**src/rtl/uart_rx_frame_assembler.sv**
```systemverilog
// UART RX frame assembler: consumes one voted bit per bit period, tracks
// start/data/parity/stop position, deserializes LSB-first and flags errors.
// Optional error counter (err_cnt, err_cnt_clr) enabled by UART_RX_ERR_CNT_EN.
module uart_rx_frame_assembler #(
  parameter int unsigned DATA_WIDTH = 8
) (
  input  logic                  clk,
  input  logic                  rst,
  input  logic                  frame_start,
  input  logic                  bit_strobe,
  input  logic                  sampled_bit,
  input  logic                  par_en,
  input  logic                  par_typ,
  output logic                  busy,
  output logic [DATA_WIDTH-1:0] data_out,
  output logic                  data_valid,
  output logic                  par_err,
  output logic                  stp_err,
  output logic                  start_glitch
`ifdef UART_RX_ERR_CNT_EN
  ,
  input  logic                  err_cnt_clr,
  output logic [7:0]            err_cnt
`endif
);

  localparam int unsigned IDX_W = $clog2(DATA_WIDTH);

  typedef enum logic [2:0] {
    S_IDLE   = 3'd0,
    S_START  = 3'd1,
    S_DATA   = 3'd2,
    S_PARITY = 3'd3,
    S_STOP   = 3'd4
  } state_t;

  state_t                r_state;
  logic [DATA_WIDTH-1:0] r_shift;
  logic [IDX_W-1:0]      r_bit_idx;
  logic                  r_par_en;
  logic                  r_par_typ;
  logic                  r_par_flag;
  logic [DATA_WIDTH-1:0] r_data_out;
  logic                  r_data_valid;
  logic                  r_par_err;
  logic                  r_stp_err;
  logic                  r_start_glitch;

  state_t                w_state_nxt;
  logic [DATA_WIDTH-1:0] w_shift_nxt;
  logic [IDX_W-1:0]      w_bit_idx_nxt;
  logic                  w_par_en_nxt;
  logic                  w_par_typ_nxt;
  logic                  w_par_flag_nxt;
  logic [DATA_WIDTH-1:0] w_data_out_nxt;
  logic                  w_data_valid_nxt;
  logic                  w_par_err_nxt;
  logic                  w_stp_err_nxt;
  logic                  w_start_glitch_nxt;
  logic                  w_par_expected;

  // Parity the received data should carry: even -> XOR of data, odd -> inverted
  assign w_par_expected = (^r_shift) ^ r_par_typ;

  // State and datapath register
  always_ff @(posedge clk) begin
    if (rst) begin
      r_state        <= S_IDLE;
      r_shift        <= '0;
      r_bit_idx      <= '0;
      r_par_en       <= 1'b0;
      r_par_typ      <= 1'b0;
      r_par_flag     <= 1'b0;
      r_data_out     <= '0;
      r_data_valid   <= 1'b0;
      r_par_err      <= 1'b0;
      r_stp_err      <= 1'b0;
      r_start_glitch <= 1'b0;
    end else begin
      r_state        <= w_state_nxt;
      r_shift        <= w_shift_nxt;
      r_bit_idx      <= w_bit_idx_nxt;
      r_par_en       <= w_par_en_nxt;
      r_par_typ      <= w_par_typ_nxt;
      r_par_flag     <= w_par_flag_nxt;
      r_data_out     <= w_data_out_nxt;
      r_data_valid   <= w_data_valid_nxt;
      r_par_err      <= w_par_err_nxt;
      r_stp_err      <= w_stp_err_nxt;
      r_start_glitch <= w_start_glitch_nxt;
    end
  end

  // Next-state and next-output logic; pulses default low, storage holds
  always_comb begin
    w_state_nxt        = r_state;
    w_shift_nxt        = r_shift;
    w_bit_idx_nxt      = r_bit_idx;
    w_par_en_nxt       = r_par_en;
    w_par_typ_nxt      = r_par_typ;
    w_par_flag_nxt     = r_par_flag;
    w_data_out_nxt     = r_data_out;
    w_data_valid_nxt   = 1'b0;
    w_par_err_nxt      = 1'b0;
    w_stp_err_nxt      = 1'b0;
    w_start_glitch_nxt = 1'b0;

    unique case (r_state)
      S_IDLE: begin
        // A strobe coincident with frame_start is not consumed here
        if (frame_start) begin
          w_state_nxt    = S_START;
          w_par_en_nxt   = par_en;
          w_par_typ_nxt  = par_typ;
          w_par_flag_nxt = 1'b0;
        end
      end

      S_START: begin
        if (bit_strobe) begin
          if (sampled_bit) begin
            w_state_nxt        = S_IDLE;
            w_start_glitch_nxt = 1'b1;
          end else begin
            w_state_nxt   = S_DATA;
            w_bit_idx_nxt = '0;
          end
        end
      end

      S_DATA: begin
        if (bit_strobe) begin
          w_shift_nxt = {sampled_bit, r_shift[DATA_WIDTH-1:1]};
          if (r_bit_idx == IDX_W'(DATA_WIDTH - 1)) begin
            w_bit_idx_nxt = '0;
            w_state_nxt   = r_par_en ? S_PARITY : S_STOP;
          end else begin
            w_bit_idx_nxt = r_bit_idx + IDX_W'(1);
          end
        end
      end

      S_PARITY: begin
        if (bit_strobe) begin
          w_par_flag_nxt = (sampled_bit != w_par_expected);
          w_state_nxt    = S_STOP;
        end
      end

      S_STOP: begin
        // frame_start arriving with the stop strobe is dropped
        if (bit_strobe) begin
          w_stp_err_nxt  = ~sampled_bit;
          w_par_err_nxt  = r_par_flag;
          if (sampled_bit && !r_par_flag) begin
            w_data_out_nxt   = r_shift;
            w_data_valid_nxt = 1'b1;
          end
          w_par_flag_nxt = 1'b0;
          w_state_nxt    = S_IDLE;
        end
      end

      default: begin
        w_state_nxt = S_IDLE;
      end
    endcase
  end

  assign busy         = (r_state != S_IDLE);
  assign data_out     = r_data_out;
  assign data_valid   = r_data_valid;
  assign par_err      = r_par_err;
  assign stp_err      = r_stp_err;
  assign start_glitch = r_start_glitch;

`ifdef UART_RX_ERR_CNT_EN
  logic [7:0] r_err_cnt;

  // Saturating count of error-pulse cycles; clear beats increment
  always_ff @(posedge clk) begin
    if (rst) begin
      r_err_cnt <= 8'h00;
    end else if (err_cnt_clr) begin
      r_err_cnt <= 8'h00;
    end else if ((r_par_err | r_stp_err | r_start_glitch) && (r_err_cnt != 8'hFF)) begin
      r_err_cnt <= r_err_cnt + 8'h01;
    end
  end

  assign err_cnt = r_err_cnt;
`endif

endmodule

```
**config.mk**
```make
export PLATFORM = sky130hd
export DESIGN_NAME = uart_rx_frame_assembler
export DESIGN_NICKNAME = d
export VERILOG_FILES = /design/src/rtl/uart_rx_frame_assembler.sv
export SDC_FILE = /design/constraint.sdc
export NUM_CORES = 1
export LEC_CHECK = 0
export BUFFER_PORTS_ARGS = -buffer_cell sky130_fd_sc_hd__clkbuf_2
export CAP_MARGIN = 25
export CORE_UTILIZATION = 54
export CTS_CLUSTER_DIAMETER = 120
export CTS_CLUSTER_SIZE = 25
export DETAILED_ROUTE_END_ITERATION = 10
export HOLD_SLACK_MARGIN = 0.06
export PLACE_DENSITY = 0.89
export SYNTH_ARGS = -nofsm -noshare
export SYNTH_HDL_FRONTEND = slang
export SYNTH_SLANG_ARGS = --single-unit
```
**constraint.sdc**
```tcl
create_clock -name clk -period 1.75 [get_ports clk]
set_clock_uncertainty 0.2 [all_clocks]
set_input_delay 0.175 -clock clk [delete_from_list [all_inputs] [get_ports clk]]
set_output_delay 0.175 -clock clk [all_outputs]
set_load 0.005 [all_outputs]
```
==> results.md <==
- Status: finished clean
- Die width: 50.3 um
- Area Overhead vs Synth: 21.8%
- Synth Register Bits: 29
- GR peak layer: met2
- Placement-stage cell area: 1390 sq um
- Wire per inst: 13.9 um
- CTS Sinks: 29
- First-pass GRT wire length: 4.76 mm
- Ys async rst share: 0%
- Synthesized instance count: 139
- GR Layer Usage met2: 41.8%
- Min Tclk post-route: 1.67 ns
- Dpl hpwl: 1.90 mm
- Post-synthesis sequential area ratio: 46.2%
- CTS tree: yes
- Setup TNS: 0 ns
- GP Congestion: 0.814
- First-iteration detailed-routing DRC count: 41
- Worst VDD drop: 0.668 mV
- Final hold vios: 0
- Vias/cell: 5.59
- Die height: 50.3 um
- Max clock buf depth: 2
- Layout cells sized above 1: 24.1%
- Top FF cell, synth: dfxtp_1
- WP depth: 6
- Fin. max-slew vios: 0
- Rel. slew slack: 70.9%
- Delay-heaviest family, CP: buffers and inverters
- Tot GR Track Use: 26.3%
- Max Cap Viol: 0
- Root Driver: clkbuf_4
- Synth unique cells: 34
- CP max stage delay: 0.53 ns
- Synth warn: 0
- Setup CP Type: input pin to register
- Worst-Skew Late Latency: 0.33 ns
- # DRC: 0
- Slowest-stage cell, CP: dlygate4sd3_1
- Crit path cell chain: dlygate4sd3_1 -> clkbuf_2 -> or4b_1 -> o211ai_1 -> o22a_1 -> nor3_1
- Lkg Pwr: 0.690 nW
- Fmax: 600 MHz
- Post-route ant nets: 0
- GR Util met3: 8.48%
- TritonCTS buffer count: 5
- Final instance area: 1530 sq um
- # nets final: 178
- Global route overflow: 0
- CP startpoint kind: input pin
- Worst Setup EP: r_state[1]
- Initial Util: 56.8%
- Final setup viols: 0
- Most common cell after layout, fill and taps aside: dfxtp_1
- Crit. End Element: register
- Clock transition at the registers of the reported paths: 0.08 ns
- Largest net degree at the start of global routing: 18
- Final wirelength: 2.75 mm
- Most frequent cells in the layout: dfxtp_1, nand2_1, nor2_1, clkbuf_2, a21oi_1
- Number of global-route vias before repair: 1,073
- Buffers added on ports: 19
- R2r setup slk: 0.10 ns
- H-tree Lvls: 2
- Worst Hold Class: input pin to register
- RSZ-0062 raised after global routing: false
- R2R depth: 4
- Final Power: 1.24 mW
- Worst EP required: 1.75 ns
- EDFF count, synth: 0
- Core ar.: 2210 sq um
- Syn Area/Cell: 9.05 sq um
- DIE AREA: 2530 sq um
- Worst slew pin tran: 0.433 ns
- Initial antenna violation count: 0
- Antenna diodes: 0
- Detailed-route via count: 1,106
- Worst reg2reg endpoint: r_par_flag
- Syn_nets: 148
- Final Cycle Share: 95.2%
- DRT Pass-1 Iters: 5
- Maximum fanout along the worst path: 4
- Synthesized cell area: 1260 sq um
- Worst r2r src: r_shift[4]
- FP Rows: 17
- I/O pin cnt: 20
- Arr. time, crit path: 1.67 ns
- CP Launch Point: frame_start
- Setup Buffers After CTS: 0
- Crit path buffers/inverters: 2
- Routing usage on met1: 28.2%
- Pwr dens: 809 nW/um^2
==> worst register-to-register path, stage by stage (launching register included) <==
cell and delay (ns):
dfxtp_1 0.40, xnor2_1 0.15, xnor3_1 0.43, xnor2_1 0.15, a221oi_2 0.24
==> worst min-delay path by stage <==
stage	depth (start not counted)	slack [ns]	to	start
2_1_floorplan	1	0.05	stp_err	sampled_bit
6_report	4	0.14	r_state[1]	sampled_bit
3_3_place_gp	3	0.22	r_par_typ	par_typ
4_1_cts	4	0.12	r_state[1]	sampled_bit
5_1_grt	4	0.15	r_state[1]	sampled_bit
3_5_place_dp	3	0.23	r_par_typ	par_typ
==> per-layer routing <==
metal / routed length (um) / vias up / part of all wire (%)
li1: - / 530 / -
met1: 1110 / 525 / 40
met2: 1330 / 37 / 48
met3: 185 / 14 / 6.7
met4: 116 / 0 / 4.2
met5: 0 / - / 0
==> state kept, by name, summed over array words and instances, names as in the netlist, 3 cells and up <==
| signal | cells |
|---|---|
| data_out | 8 |
| r_bit_idx | 3 |
| r_shift | 8 |
| r_state | 3 |
==> cell type report <==
type,instances,area (sq um)
Sequential cell,29,582
Clock inverter,1,5.00
Inverter,3,11.3
Clock buffer,7,65.1
Fill cell,171,681
Timing Repair Buffer,30,193
Multi-Input combinational cell,100,641
Tap cell,28,35.0
==> kinds of logic after synthesis <==
family,Yosys count,synth area share (%)
XOR/XNOR,8,8.16
buffers and inverters,10,3.38
flip-flops,29,46.2
multiplexers,10,7.96
AO/OA/AOI/OAI,20,10.1
adder cells (fa/ha/maj),2,1.99
AND/OR/NAND/NOR,60,22.2
==> Yosys cell counts, types with 2 or more instances <==
cell,instances,area share [%]
nand4_1,3,1.5
buf_2,4,1.6
nand2_1,23,6.9
xnor2_1,5,3.5
mux2i_1,10,8.0
ha_1,2,2.0
a21oi_1,12,4.8
inv_1,2,0.60
nor2b_1,2,0.99
clkbuf_1,3,0.90
nand4b_1,2,1.4
nor3_1,2,0.80
nor2_1,20,6.0
dfxtp_1,29,46
==> through the flow <==
| step | hold WS, ns | util, % | instances | setup slack [ns] |
|---|---|---|---|---|
| after floorplan | 0.0474 | - | 139 | 0.215 |
| after global placement | 0.217 | 63.0 | 184 | 0.200 |
| after detailed placement | 0.232 | 63.0 | 184 | 0.122 |
| after CTS | 0.122 | 68.9 | 198 | 0.0386 |
| after global routing | 0.147 | 69.2 | 198 | 0.00879 |
| final | 0.137 | 69.2 | 198 | 0.0838 |
==> repair_timing <==
item | CTS | global route
hold buffers | 6 | 0
endpoints found under the setup margin | 0 | 3
gates resized for setup | 0 | 4
endpoints found under the hold margin | 13 | 0
==> power by group <==
group / switching (mW) / internal (mW) / leakage, nW
registers: 0.00966 / 0.667 / 0.235
logic: 0.0538 / 0.0489 / 0.414
clock network: 0.227 / 0.232 / 0.0413
total: 0.291 / 0.949 / 0.690
Note: power is estimated with default switching activity, not from simulation.
